### src/rtl/mem_arbiter_if.sv
// -----------------------------------------------------------------------------
// mem_arbiter_if
// Bundle of every bus signal around the two-port to one-port memory arbiter.
//
// CPU side (requesters):
//   i_read, i_address                                  fetch request
//   i_readdata, i_ready                                fetch response
//   d_read, d_write, d_byteenable, d_address,
//   d_writedata                                        load/store request
//   d_readdata, d_ready                                load/store response
// Memory side (Avalon-style master port):
//   read, write, byteenable, address, writedata        master command
//   readdata, waitrequest                              slave response / stall
// Status:
//   timeout                                            sticky watchdog flag
//
// Modports:
//   master : the arbiter itself (it is the master of the memory bus)
//   slave  : the environment, i.e. CPU core plus memory slave
// -----------------------------------------------------------------------------
interface mem_arbiter_if;
  // Instruction-fetch port
  logic        i_read;
  logic [31:0] i_address;
  logic [31:0] i_readdata;
  logic        i_ready;

  // Load/store port
  logic        d_read;
  logic        d_write;
  logic [3:0]  d_byteenable;
  logic [31:0] d_address;
  logic [31:0] d_writedata;
  logic [31:0] d_readdata;
  logic        d_ready;

  // Merged master port
  logic        read;
  logic        write;
  logic [3:0]  byteenable;
  logic [31:0] address;
  logic [31:0] writedata;
  logic [31:0] readdata;
  logic        waitrequest;

  // Watchdog
  logic        timeout;

  modport master (
    input  i_read, i_address,
    input  d_read, d_write, d_byteenable, d_address, d_writedata,
    input  readdata, waitrequest,
    output i_readdata, i_ready,
    output d_readdata, d_ready,
    output read, write, byteenable, address, writedata,
    output timeout
  );

  modport slave (
    output i_read, i_address,
    output d_read, d_write, d_byteenable, d_address, d_writedata,
    output readdata, waitrequest,
    input  i_readdata, i_ready,
    input  d_readdata, d_ready,
    input  read, write, byteenable, address, writedata,
    input  timeout
  );
endinterface : mem_arbiter_if

### src/rtl/mem_arbiter.sv
// -----------------------------------------------------------------------------
// mem_arbiter
// Merges the CPU instruction-fetch port and load/store data port onto a single
// Avalon-style master port. One transaction is outstanding at a time; the
// master strobes are only ever high in ISSUE.
//
// Parameters:
//   ROUND_ROBIN : 1 = alternate grants on contention, 0 = data port always wins
//   WAIT_LIMIT  : waitrequest cycles tolerated in ISSUE before timeout sets;
//                 0 disables the watchdog
//
// Ports:
//   clk    : clock, all state changes on the rising edge
//   reset  : synchronous, active-high
//   bus    : mem_arbiter_if.master (request ports, master port, timeout)
//
// Sequence per transaction:
//   IDLE -> ISSUE (stalls while waitrequest) -> WAIT_DATA (reads only) -> RESP
//   All outputs, including the strobes and ready pulses, come from registers.
// -----------------------------------------------------------------------------
module mem_arbiter #(
  parameter int          ROUND_ROBIN = 1,
  parameter int unsigned WAIT_LIMIT  = 32'd0
) (
  input  logic          clk,
  input  logic          reset,
  mem_arbiter_if.master bus
);

  typedef enum logic [1:0] {
    ST_IDLE      = 2'd0,
    ST_ISSUE     = 2'd1,
    ST_WAIT_DATA = 2'd2,
    ST_RESP      = 2'd3
  } state_t;

  localparam bit          RR_EN    = (ROUND_ROBIN != 0);
  localparam bit          WD_EN    = (WAIT_LIMIT != 32'd0);
  localparam logic [31:0] CNT_MAX  = 32'hFFFF_FFFF;
  localparam logic [31:0] WD_LIMIT = WAIT_LIMIT;

  // ---------------------------------------------------------------------------
  // Registers
  // ---------------------------------------------------------------------------
  state_t      r_state;
  logic        r_grant_d;       // 1 = data port owns the current transaction
  logic        r_last_grant_d;  // 1 = data port was granted most recently
  logic        r_is_write;
  logic        r_read;
  logic        r_write;
  logic [3:0]  r_byteenable;
  logic [31:0] r_address;
  logic [31:0] r_writedata;
  logic [31:0] r_i_readdata;
  logic [31:0] r_d_readdata;
  logic        r_i_ready;
  logic        r_d_ready;
  logic [31:0] r_wait_cnt;
  logic        r_timeout;

  // ---------------------------------------------------------------------------
  // Next-state wires
  // ---------------------------------------------------------------------------
  state_t      w_state_nxt;
  logic        w_grant_d_nxt;
  logic        w_last_grant_d_nxt;
  logic        w_is_write_nxt;
  logic        w_read_nxt;
  logic        w_write_nxt;
  logic [3:0]  w_byteenable_nxt;
  logic [31:0] w_address_nxt;
  logic [31:0] w_writedata_nxt;
  logic [31:0] w_i_readdata_nxt;
  logic [31:0] w_d_readdata_nxt;
  logic        w_i_ready_nxt;
  logic        w_d_ready_nxt;
  logic [31:0] w_wait_cnt_nxt;
  logic        w_timeout_nxt;

  // Arbitration helpers
  logic        w_pend_i;
  logic        w_pend_d;
  logic        w_pick_d;
  logic        w_d_is_write;
  logic [31:0] w_wait_cnt_inc;

  // Pending requests and the grant decision for this IDLE cycle
  always_comb begin
    w_pend_i     = bus.i_read;
    w_pend_d     = bus.d_read | bus.d_write;
    // A simultaneous load and store request is treated as a store.
    w_d_is_write = bus.d_write;
    w_pick_d     = 1'b0;
    if (w_pend_i && w_pend_d) begin
      // Tie: round-robin hands the grant to whichever port lost last time;
      // fixed priority always favours the data port.
      if (RR_EN) begin
        w_pick_d = ~r_last_grant_d;
      end else begin
        w_pick_d = 1'b1;
      end
    end else begin
      w_pick_d = w_pend_d;
    end
  end

  // Saturating increment of the stall counter so it can never wrap to zero
  always_comb begin
    if (r_wait_cnt != CNT_MAX) begin
      w_wait_cnt_inc = r_wait_cnt + 32'd1;
    end else begin
      w_wait_cnt_inc = r_wait_cnt;
    end
  end

  // Next-state and next-output logic of the transaction FSM
  always_comb begin
    w_state_nxt        = r_state;
    w_grant_d_nxt      = r_grant_d;
    w_last_grant_d_nxt = r_last_grant_d;
    w_is_write_nxt     = r_is_write;
    w_read_nxt         = 1'b0;
    w_write_nxt        = 1'b0;
    w_byteenable_nxt   = r_byteenable;
    w_address_nxt      = r_address;
    w_writedata_nxt    = r_writedata;
    w_i_readdata_nxt   = r_i_readdata;
    w_d_readdata_nxt   = r_d_readdata;
    w_i_ready_nxt      = 1'b0;
    w_d_ready_nxt      = 1'b0;
    w_wait_cnt_nxt     = r_wait_cnt;
    w_timeout_nxt      = r_timeout;

    case (r_state)
      ST_IDLE: begin
        if (w_pend_i || w_pend_d) begin
          w_state_nxt        = ST_ISSUE;
          w_grant_d_nxt      = w_pick_d;
          w_last_grant_d_nxt = w_pick_d;
          w_wait_cnt_nxt     = 32'd0;
          if (w_pick_d) begin
            w_is_write_nxt = w_d_is_write;
            w_address_nxt  = bus.d_address;
            if (w_d_is_write) begin
              w_byteenable_nxt = bus.d_byteenable;
              w_writedata_nxt  = bus.d_writedata;
            end else begin
              w_byteenable_nxt = 4'b1111;
              w_writedata_nxt  = 32'd0;
            end
          end else begin
            w_is_write_nxt   = 1'b0;
            w_address_nxt    = bus.i_address;
            w_byteenable_nxt = 4'b1111;
            w_writedata_nxt  = 32'd0;
          end
          // Strobes are registered, so they are raised on entry to ISSUE.
          w_read_nxt  = ~w_is_write_nxt;
          w_write_nxt = w_is_write_nxt;
        end else begin
          w_state_nxt = ST_IDLE;
        end
      end

      ST_ISSUE: begin
        if (!bus.waitrequest) begin
          // Accepted: drop strobes and clear the watchdog count.
          w_wait_cnt_nxt = 32'd0;
          if (r_is_write) begin
            // Writes have no data phase; complete straight away.
            w_state_nxt   = ST_RESP;
            w_d_ready_nxt = r_grant_d;
            w_i_ready_nxt = ~r_grant_d;
          end else begin
            w_state_nxt = ST_WAIT_DATA;
          end
        end else begin
          // Stalled: hold the command and count the stall cycle.
          w_state_nxt    = ST_ISSUE;
          w_read_nxt     = r_read;
          w_write_nxt    = r_write;
          w_wait_cnt_nxt = w_wait_cnt_inc;
          if (WD_EN && (w_wait_cnt_inc >= WD_LIMIT)) begin
            w_timeout_nxt = 1'b1;
          end else begin
            w_timeout_nxt = r_timeout;
          end
        end
      end

      ST_WAIT_DATA: begin
        // Slave data is valid in this cycle; waitrequest is not looked at.
        w_state_nxt = ST_RESP;
        if (r_grant_d) begin
          w_d_readdata_nxt = bus.readdata;
          w_d_ready_nxt    = 1'b1;
        end else begin
          w_i_readdata_nxt = bus.readdata;
          w_i_ready_nxt    = 1'b1;
        end
      end

      ST_RESP: begin
        // Ready pulse is visible this cycle; requests are sampled next cycle.
        w_state_nxt = ST_IDLE;
      end

      default: begin
        w_state_nxt = ST_IDLE;
      end
    endcase
  end

  // State and output registers with synchronous reset
  always_ff @(posedge clk) begin
    if (reset) begin
      r_state        <= ST_IDLE;
      r_grant_d      <= 1'b0;
      r_last_grant_d <= 1'b1;
      r_is_write     <= 1'b0;
      r_read         <= 1'b0;
      r_write        <= 1'b0;
      r_byteenable   <= 4'd0;
      r_address      <= 32'd0;
      r_writedata    <= 32'd0;
      r_i_readdata   <= 32'd0;
      r_d_readdata   <= 32'd0;
      r_i_ready      <= 1'b0;
      r_d_ready      <= 1'b0;
      r_wait_cnt     <= 32'd0;
      r_timeout      <= 1'b0;
    end else begin
      r_state        <= w_state_nxt;
      r_grant_d      <= w_grant_d_nxt;
      r_last_grant_d <= w_last_grant_d_nxt;
      r_is_write     <= w_is_write_nxt;
      r_read         <= w_read_nxt;
      r_write        <= w_write_nxt;
      r_byteenable   <= w_byteenable_nxt;
      r_address      <= w_address_nxt;
      r_writedata    <= w_writedata_nxt;
      r_i_readdata   <= w_i_readdata_nxt;
      r_d_readdata   <= w_d_readdata_nxt;
      r_i_ready      <= w_i_ready_nxt;
      r_d_ready      <= w_d_ready_nxt;
      r_wait_cnt     <= w_wait_cnt_nxt;
      r_timeout      <= w_timeout_nxt;
    end
  end

  // Drive the interface straight from registers
  assign bus.read       = r_read;
  assign bus.write      = r_write;
  assign bus.byteenable = r_byteenable;
  assign bus.address    = r_address;
  assign bus.writedata  = r_writedata;
  assign bus.i_readdata = r_i_readdata;
  assign bus.i_ready    = r_i_ready;
  assign bus.d_readdata = r_d_readdata;
  assign bus.d_ready    = r_d_ready;
  assign bus.timeout    = r_timeout;

endmodule : mem_arbiter

### src/flat_wrapper.sv
// flat-port wrapper written by rule: the top's interface ports become plain ports
module mem_arbiter_flat 
#(
  parameter int          ROUND_ROBIN = 1,
  parameter int unsigned WAIT_LIMIT  = 32'd0
)
  (clk, reset, bus_i_read, bus_i_address, bus_d_read, bus_d_write, bus_d_byteenable, bus_d_address, bus_d_writedata, bus_readdata, bus_waitrequest, bus_i_readdata, bus_i_ready, bus_d_readdata, bus_d_ready, bus_read, bus_write, bus_byteenable, bus_address, bus_writedata, bus_timeout);
  mem_arbiter_if bus_i ();
  input  logic clk;
  input  logic reset;
  input wire logic [$bits(bus_i.i_read)-1:0] bus_i_read;
  input wire logic [$bits(bus_i.i_address)-1:0] bus_i_address;
  input wire logic [$bits(bus_i.d_read)-1:0] bus_d_read;
  input wire logic [$bits(bus_i.d_write)-1:0] bus_d_write;
  input wire logic [$bits(bus_i.d_byteenable)-1:0] bus_d_byteenable;
  input wire logic [$bits(bus_i.d_address)-1:0] bus_d_address;
  input wire logic [$bits(bus_i.d_writedata)-1:0] bus_d_writedata;
  input wire logic [$bits(bus_i.readdata)-1:0] bus_readdata;
  input wire logic [$bits(bus_i.waitrequest)-1:0] bus_waitrequest;
  output wire logic [$bits(bus_i.i_readdata)-1:0] bus_i_readdata;
  output wire logic [$bits(bus_i.i_ready)-1:0] bus_i_ready;
  output wire logic [$bits(bus_i.d_readdata)-1:0] bus_d_readdata;
  output wire logic [$bits(bus_i.d_ready)-1:0] bus_d_ready;
  output wire logic [$bits(bus_i.read)-1:0] bus_read;
  output wire logic [$bits(bus_i.write)-1:0] bus_write;
  output wire logic [$bits(bus_i.byteenable)-1:0] bus_byteenable;
  output wire logic [$bits(bus_i.address)-1:0] bus_address;
  output wire logic [$bits(bus_i.writedata)-1:0] bus_writedata;
  output wire logic [$bits(bus_i.timeout)-1:0] bus_timeout;
  assign bus_i.i_read = bus_i_read;
  assign bus_i.i_address = bus_i_address;
  assign bus_i.d_read = bus_d_read;
  assign bus_i.d_write = bus_d_write;
  assign bus_i.d_byteenable = bus_d_byteenable;
  assign bus_i.d_address = bus_d_address;
  assign bus_i.d_writedata = bus_d_writedata;
  assign bus_i.readdata = bus_readdata;
  assign bus_i.waitrequest = bus_waitrequest;
  assign bus_i_readdata = bus_i.i_readdata;
  assign bus_i_ready = bus_i.i_ready;
  assign bus_d_readdata = bus_i.d_readdata;
  assign bus_d_ready = bus_i.d_ready;
  assign bus_read = bus_i.read;
  assign bus_write = bus_i.write;
  assign bus_byteenable = bus_i.byteenable;
  assign bus_address = bus_i.address;
  assign bus_writedata = bus_i.writedata;
  assign bus_timeout = bus_i.timeout;
  mem_arbiter #(.ROUND_ROBIN(ROUND_ROBIN), .WAIT_LIMIT(WAIT_LIMIT)) u_core (.clk(clk), .reset(reset), .bus(bus_i));
endmodule
### config.mk
export PLATFORM = sky130hd
export DESIGN_NAME = mem_arbiter_flat
export DESIGN_NICKNAME = d
export VERILOG_FILES = /design/src/rtl/mem_arbiter_if.sv /design/src/rtl/mem_arbiter.sv /design/src/flat_wrapper.sv
export SDC_FILE = /design/constraint.sdc
export NUM_CORES = 1
export LEC_CHECK = 0
export ABC_AREA = 1
export CAP_MARGIN = 20
export CORE_UTILIZATION = 41
export CTS_CLUSTER_DIAMETER = 120
export DETAILED_ROUTE_END_ITERATION = 8
export PLACE_DENSITY = 0.81
export REMOVE_ABC_BUFFERS = 1
export SLEW_MARGIN = 10
export SYNTH_ARGS = -nofsm -noshare
export SYNTH_HDL_FRONTEND = slang
export SYNTH_SLANG_ARGS = --single-unit
### constraint.sdc
create_clock -name clk -period 1.8 [get_ports clk]
set_clock_uncertainty 0.1 [all_clocks]
set_input_delay 0.36 -clock clk [delete_from_list [all_inputs] [get_ports clk]]
set_output_delay 0.36 -clock clk [all_outputs]
set_load 0.01 [all_outputs]
Yosys cells after proc, flatten, opt, wreduce, memory -nomap -nowiden
Index checks and enable logic that the tools add are counted.
Operators by class
  bitwise operators: 4
  order comparisons: 0
  shift operators: 0
  $mul: 0
  equality and inequality tests: 4
  multiplexer cells: 26
  add/sub/neg operators: 0
  divide/modulo/power cells: 0
  reduce and logical (&&, ||, !) cells: 6
Operator list (number)
  $mux 32: 3
  $mux 1: 15
  $mux 4: 2
  $pmux 1 s2: 4
  $pmux 2 s4: 1
  $reduce_and 2->1: 3
  $eq 2x2->1 const B: 2
  $not 1->1: 3
  $eq 2x1->1 const B: 1
  $logic_not 2->1: 1
  $mux 2: 1
  $ne 2x2->1 const B: 1
  $logic_and 1x1->1: 1
  $logic_or 1x1->1: 1
  $or 1x1->1: 1
Word-level totals
  bits in latches: 0
  memories: 0
  register bits after elaboration: 141
  output and inout bits: 137
  bits in writable memories: 0
  ROM bits: 0
  word-level logic and storage cells: 53
  input bits: 138

Depth between registers and ports, before layout
Gate-level depths: netlist of run 1.
  depth after elaboration: 9
  mapped depth: 8
  depth with buffers taken out: 7

Worst setup path after synthesis of run 1
No wires, ideal clock.
  path type: register to register
  from: register u_core.r_state[0]
  to: register u_core.r_i_readdata[0] (netlist: u_core.bus.i_readdata[0])
  setup slack: 0.321 ns
  arrival: 1.263 ns
  stages on the path, launching flop included: 9
  clock period less this slack: 1.479 ns
  path through: dfxtp_1 -> inv_1 -> ha_1 -> inv_1 -> nor2_1 -> inv_1 -> clkbuf_1 -> nor2_1 -> nor2_1
Between the ends
  longest elaborated chain between the ends: 2
Ends and longest elaborated chain
  from (decl): line mem_arbiter.sv:45  | state_t r_state;
  from (signal assigned): line mem_arbiter.sv:233  | r_state <= w_state_nxt;
  $eq 2x2->1: line mem_arbiter.sv:134  | case (r_state)
  $reduce_and 2->1 (no source line)
  to (signal assigned): line mem_arbiter.sv:242  | r_i_readdata <= w_i_readdata_nxt;
  to (decl): line mem_arbiter.sv:54  | logic [31:0] r_i_readdata;
Every way passes these cells.
A chain may end at the register's enable or synchronous reset.

Final worst setup path of run 1
  from: register u_core.r_d_readdata[26] (netlist: u_core.bus.d_readdata[26])
  to: output port bus_d_readdata[26]
RTL lines
  from (decl): line mem_arbiter.sv:55  | logic [31:0] r_d_readdata;
  from (signal assigned): line mem_arbiter.sv:243  | r_d_readdata <= w_d_readdata_nxt;
  to (decl): line flat_wrapper.sv:22  | output wire logic [$bits(bus_i.d_readdata)-1:0] bus_d_readdata;
No word-level cell between the ends.

==> impl_metrics.tcl, run 1 <==
set metrics [dict create \
    status "finished clean" \
    antenna_found_initial 0 \
    die_h_um 119.3 \
    drive_gt1_share_pct 5.344 \
    post-route-util_pct 69.89 \
    synthCells 825 \
    crit_buf_inv 1 \
    cp_max_fo 2 \
    cp.required_ns 1.34 \
    grt_pass1_wl_mm 26.31 \
    post-route-drc-count 0 \
    p_comb_share_pct 17.8 \
    wire_per_inst_um 12.80 \
    fp.dieW_um 119.3 \
    path_delay_family "buffers and inverters" \
    hp-start "u_core.bus.writedata[29]$_SDFFE_PP0P_" \
    powerDensity_nw_per_um2 932.0 \
    cts_tree "built" \
    path_cells "clkdlybuf4s50_1" \
    max_freq_ghz 0.5651 \
    area_delta_synth_final_pct 65.36 \
    cts_root_buffer "clkbuf_16" \
    cellInternalPower_w 0.006582 \
    via_per_inst 4.560 \
    dp_hpwl_mm 11.49 \
    final_nets 1232 \
    dr.pass1.iters 5 \
    io_buffers 273 \
    htree_levels 4 \
    cap_violations 0 \
    r2r-end "u_core.bus.address[28]$_SDFFE_PP0P_" \
    dieArea_um2 14230 \
    fin_crit_sh_pct 98.31 \
    yosysSeqAreaShare_pct 50.03 \
    crit_arrival_ns 1.31 \
    initial_core_util_pct 42.27 \
    wirelength_mm 16.39 \
    std_cell_rows 42 \
    yosysWarnings 0 \
    worstSetupPathType "reg -> out" \
    post_cts_buffers 0 \
    setup_violations 0 \
    synth_cell_types 18 \
    switching_power_w 0.002112 \
    hold_depth 2 \
    hold_slack_ns 0.3569 \
    grt_pass1_vias 5615 \
    clockPowerShare_pct 43.1 \
    finalCriticalPeriod_ns 1.770 \
    placed_cell_area_um2 8628 \
    rsz0062_at_grt "false" \
    cts.path.max_buffers 2 \
    drv_slew 0 \
    setup_tns_ns 0 \
    syn_area_per_cell_um2 6.838 \
    endpoint_kind "output port" \
    core_area_um2 13350 \
    final_cell_area_um2 9329 \
    boundaryPins 275 \
    final_common_cell "clkdlybuf4s50_1" \
    regToRegStartpoint "u_core.r_state[0]$_SDFF_PP0_" \
    power_frac_seq_pct 39.1 \
    p_sw_share_pct 24.29 \
    clkSinkCount 141 \
    irDropWorstVdd_mv 0.6601 \
    path_clk_slew_ns 0.06 \
    final_cell_mix "clkdlybuf4s50_1, nor2_1, nand2_1, dfxtp_1, inv_1" \
    diodes 0 \
    power_leakage_nw 4.401 \
    vias 5837 \
    hold_path.class "reg -> reg" \
    synth_seq_cells 141 \
    first_iter_violations 303 \
    syn_area_um2 5642 \
    worstRegToRegCells 8 \
    r2r_slack_ns 0.16 \
    postRouteAntennaNets 0 \
    clock_latency_ns 0.41 \
    track_usage_pct 23.17 \
    cts_buffers 17 \
    gp_congestion 0.8694 \
    power_w 0.008695 \
    min_to "u_core.bus.writedata[29]$_SDFFE_PP0P_" \
    grt.overflow.total 0 \
    nFillCells 1112 \
    slowest_delay_ns 0.55 \
    cp-start-kind "flip-flop" \
    final_hold_viol_count 0 \
    grt_max_degree 56 \
    cpMaxStageDelayCell "clkdlybuf4s50_1" \
]
cell usage after synthesis:
master	instances	area [µm²]
nor2_1	236	885.9
nand2_1	205	769.5
dfxtp_1	141	2823
inv_1	74	277.8
o21ai_0	71	355.3
a21oi_1	38	190.2
clkbuf_1	21	78.83
buf_2	19	95.09
buf_4	5	37.54
nand3_1	4	20.02
ha_1	3	37.54
buf_6	2	22.52
a21oi_4	1	16.27
conb_1	1	3.750
nand2_2	1	6.260
nand3b_1	1	7.510
nor2_2	1	6.260
o21ai_2	1	8.760
worst max-delay path by stage:
stage                                                start                                    end  slack, ns  depth (start not counted)
finish              u_core.bus.d_readdata[26]$_SDFFE_PP0P_                     bus_d_readdata[26]       0.03                          1
global route         u_core.bus.d_readdata[8]$_SDFFE_PP0P_                      bus_d_readdata[8]     0.0004                          1
CTS                 u_core.bus.d_readdata[30]$_SDFFE_PP0P_                     bus_d_readdata[30]      0.005                          1
detailed placement                              bus_d_read  u_core.bus.writedata[21]$_SDFFE_PP0P_      -0.05                          7
global placement                                bus_d_read    u_core.bus.address[28]$_SDFFE_PP0P_      -0.04                          8
floorplan                     u_core.r_state[0]$_SDFF_PP0_  u_core.bus.i_readdata[0]$_SDFFE_PP0P_      -0.66                          7
sequential cells by signal, indices dropped and copies added (netlist names), 4 cells and up, named ones only:
register,count
u_core.bus.address,32
u_core.bus.byteenable,4
u_core.bus.d_readdata,32
u_core.bus.i_readdata,32
u_core.bus.writedata,32
cell type report:
class	count	area, µm²	area share (%)
timing repair buffer	294	3048	32.67
sequential	141	2823	30.26
multi-input combinational	563	2317	24.84
clock buffer	21	480.5	5.150
inverter	74	277.8	2.977
tap	176	220.2	2.361
clock inverter	11	162.7	1.744
repair_timing:
| action | 4_1_cts | 5_1_grt |
|---|---|---|
| setup endpoints to repair | 2 | 24 |
| gates resized for setup | 2 | 24 |
| hold buffers | 0 | 0 |
power groups by stage:
stage | clock network (W) | registers, W | logic (W)
after floorplan | 0 | 0.00354 | 0.000560
after global placement | 0 | 0.00346 | 0.00154
after detailed placement | 0 | 0.00347 | 0.00156
after CTS | 0.00381 | 0.00340 | 0.00157
after global routing | 0.00396 | 0.00342 | 0.00172
final | 0.00375 | 0.00340 | 0.00155
per-layer routing:
metal / vias to the layer above / wire length [µm] / track usage [%]
met5: - / 0 / 0
li1: 3022 / - / -
met2: 200 / 7939 / 40.66
met4: 0 / 436 / 10.94
met3: 35 / 1291 / 6.801
met1: 2580 / 6721 / 25.59
worst min-delay path, cell delays in order, from the launching register on:
cell and delay [ns]:
dfxtp_1 0.30, nand2_1 0.06, a21oi_1 0.05
cell families (layout without fill, tap and decap cells):
logic type,count (synthesis),in the layout,share of synthesized area [%]
adders and majority gates,3,3,0.6654
AOI/OAI and AO/OA,111,111,10.11
other,1,1,0.06647
and+or+nand+nor,448,448,30.05
DFF,141,141,50.03
buffers and inverters,121,400,9.071
stage by stage:
step | std cells | worst slack (ns)
2_1_floorplan | 778 | -0.6604
3_3_place_gp | 1248 | -0.03934
3_5_place_dp | 1248 | -0.05401
4_1_cts | 1280 | 0.005101
5_1_grt | 1280 | 0.0003739
6_report | 1280 | 0.03043
Note: power is estimated with default switching activity, not from simulation.
==> run 2, diff against run 1 <==
--- a/config.mk
+++ b/config.mk
@@ -11,7 +11,6 @@
 export CTS_CLUSTER_DIAMETER = 120
 export DETAILED_ROUTE_END_ITERATION = 8
 export PLACE_DENSITY = 0.81
-export REMOVE_ABC_BUFFERS = 1
 export SLEW_MARGIN = 10
 export SYNTH_ARGS = -nofsm -noshare
 export SYNTH_HDL_FRONTEND = slang
==> run 2 against run 1 <==
  * Non-clock buffer count grew 5
  * Combinational power about the same
  * Largest cell class unchanged
  * Flip-flop and latch count did not move
==> impl_metrics.tcl, run 2 (synthesized netlist as in run 1, its figures left out) <==
set metrics [dict create \
    status "finished clean" \
    r2r-end "u_core.bus.address[27]$_SDFFE_PP0P_" \
    switching_power_w 0.002148 \
    placed_cell_area_um2 8691 \
    cts_buffers 17 \
    endpoint_kind "output port" \
    cellInternalPower_w 0.006699 \
    htree_levels 4 \
    fin_crit_sh_pct 98.22 \
    hold_buffers 0 \
    final_nets 1237 \
    path_delay_family "buffers and inverters" \
    dp_hpwl_mm 12.06 \
    final_cell_area_um2 9468 \
    final_hold_viol_count 0 \
    power_frac_seq_pct 38.4 \
    die_h_um 119.3 \
    postRouteAntennaNets 0 \
    initial_core_util_pct 42.27 \
    final_common_cell "nor2_1" \
    cts.path.max_buffers 2 \
    cap_violations 0 \
    startpoint "u_core.bus.writedata[13]$_SDFFE_PP0P_" \
    hold_slack_ns 0.3567 \
    fp.dieW_um 119.3 \
    layout_setup_ws_ns 0.03205 \
    antenna_found_initial 0 \
    clock_latency_ns 0.42 \
    wire_per_inst_um 13.46 \
    wirelength_mm 17.29 \
    vias 5949 \
    fin_cells 1285 \
    grt_pass1_vias 5600 \
    powerDensity_nw_per_um2 934.4 \
    grt_pass1_wl_mm 26.97 \
    path_cells "clkdlybuf4s50_1" \
    cts_tree "built" \
    boundaryPins 275 \
    clkSinkCount 141 \
    p_comb_share_pct 17.9 \
    regToRegStartpoint "u_core.r_state[0]$_SDFF_PP0_" \
    path_clk_slew_ns 0.06 \
    diodes 0 \
    grt_max_degree 43 \
    power_leakage_nw 4.944 \
    r2r_slack_ns 0.16 \
    first_iter_violations 350 \
    crit_path_end "bus_writedata[13]" \
    cts_root_buffer "clkbuf_16" \
    io_buffers 273 \
    track_usage_pct 24.17 \
    cpMaxStageDelayCell "clkdlybuf4s50_1" \
    std_cell_rows 42 \
    core_area_um2 13350 \
    rsz0062_at_grt "false" \
    drv_slew 0 \
    finalCriticalPeriod_ns 1.768 \
    post-route-util_pct 70.93 \
    crit_buf_inv 1 \
    final_cell_mix "nor2_1, clkdlybuf4s50_1, nand2_1, dfxtp_1, inv_1" \
    setup_violations 0 \
    post-route-drc-count 0 \
    syn_nets 966 \
    area_delta_synth_final_pct 67.82 \
    path_depth 1 \
    p_sw_share_pct 24.28 \
    worstSetupPathType "reg -> out" \
    dieArea_um2 14230 \
    dr.pass1.iters 4 \
    crit_arrival_ns 1.31 \
    drive_gt1_share_pct 5.681 \
    cp.required_ns 1.34 \
    max_freq_ghz 0.5656 \
    cp-start-kind "flip-flop" \
    place_inst 1253 \
    grt.overflow.total 0 \
    clockPowerShare_pct 43.7 \
    place_ws_ns -0.1135 \
    cp_max_fo 2 \
    hold_path.class "reg -> reg" \
    via_per_inst 4.630 \
    worstRegToRegCells 8 \
    gp_congestion 0.8961 \
    irDropWorstVdd_mv 0.5334 \
    slowest_delay_ns 0.56 \
]
-- run 2: timing repair --
action | in CTS | in global routing
buffers inserted | 0 | 0
gates cloned | 0 | 0
endpoints found under the setup margin | 10 | 58
gates resized for setup | 10 | 52
-- run 2: worst min-delay path by stage --
stage,from,endpoint,slack [ns],cells past startpoint
finish,u_core.bus.writedata[21]$_SDFFE_PP0P_,u_core.bus.writedata[21]$_SDFFE_PP0P_,0.36,2
global route,u_core.bus.writedata[30]$_SDFFE_PP0P_,u_core.bus.writedata[30]$_SDFFE_PP0P_,0.37,2
CTS,u_core.bus.writedata[30]$_SDFFE_PP0P_,u_core.bus.writedata[30]$_SDFFE_PP0P_,0.36,2
detailed placement,u_core.r_last_grant_d$_SDFFE_PP1P_,u_core.r_last_grant_d$_SDFFE_PP1P_,0.35,2
global placement,u_core.r_last_grant_d$_SDFFE_PP1P_,u_core.r_last_grant_d$_SDFFE_PP1P_,0.34,2
floorplan,u_core.r_last_grant_d$_SDFFE_PP1P_,u_core.r_last_grant_d$_SDFFE_PP1P_,0.33,2
-- run 2: cell type report --
| type | instances | area (µm²) |
|---|---|---|
| Multi-Input combinational cell | 563 | 2320 |
| Fill cell | 1106 | 3880 |
| Clock inverter | 10 | 185.2 |
| Clock buffer | 22 | 474.2 |
| Tap cell | 176 | 220.2 |
| Inverter | 74 | 277.8 |
| Sequential cell | 141 | 2823 |
| Timing Repair Buffer | 299 | 3168 |
-- run 2: routing by layer --
metal	GRT usage (%)	up-vias	part of all wire, %
li1	-	3044	-
met1	25.54	2652	39
met2	41.97	231	48
met3	10.49	22	10
met4	9.766	0	1.6
met5	0	-	0
-- run 2: power groups by stage --
stage	registers, W	clock network, W	logic (W)
after CTS	0.00340	0.00393	0.00160
after detailed placement	0.00347	0	0.00160
after global placement	0.00346	0	0.00157
after floorplan	0.00354	0	0.000624
after global routing	0.00342	0.00408	0.00173
final	0.00340	0.00387	0.00158
-- run 2: through the flow --
stage               setup TNS (ns)  total power, W
floorplan                        0        0.004168
global placement            -1.788        0.005037
detailed placement          -4.212        0.005069
CTS                              0        0.008932
global route                     0        0.009231
finish                           0        0.008847
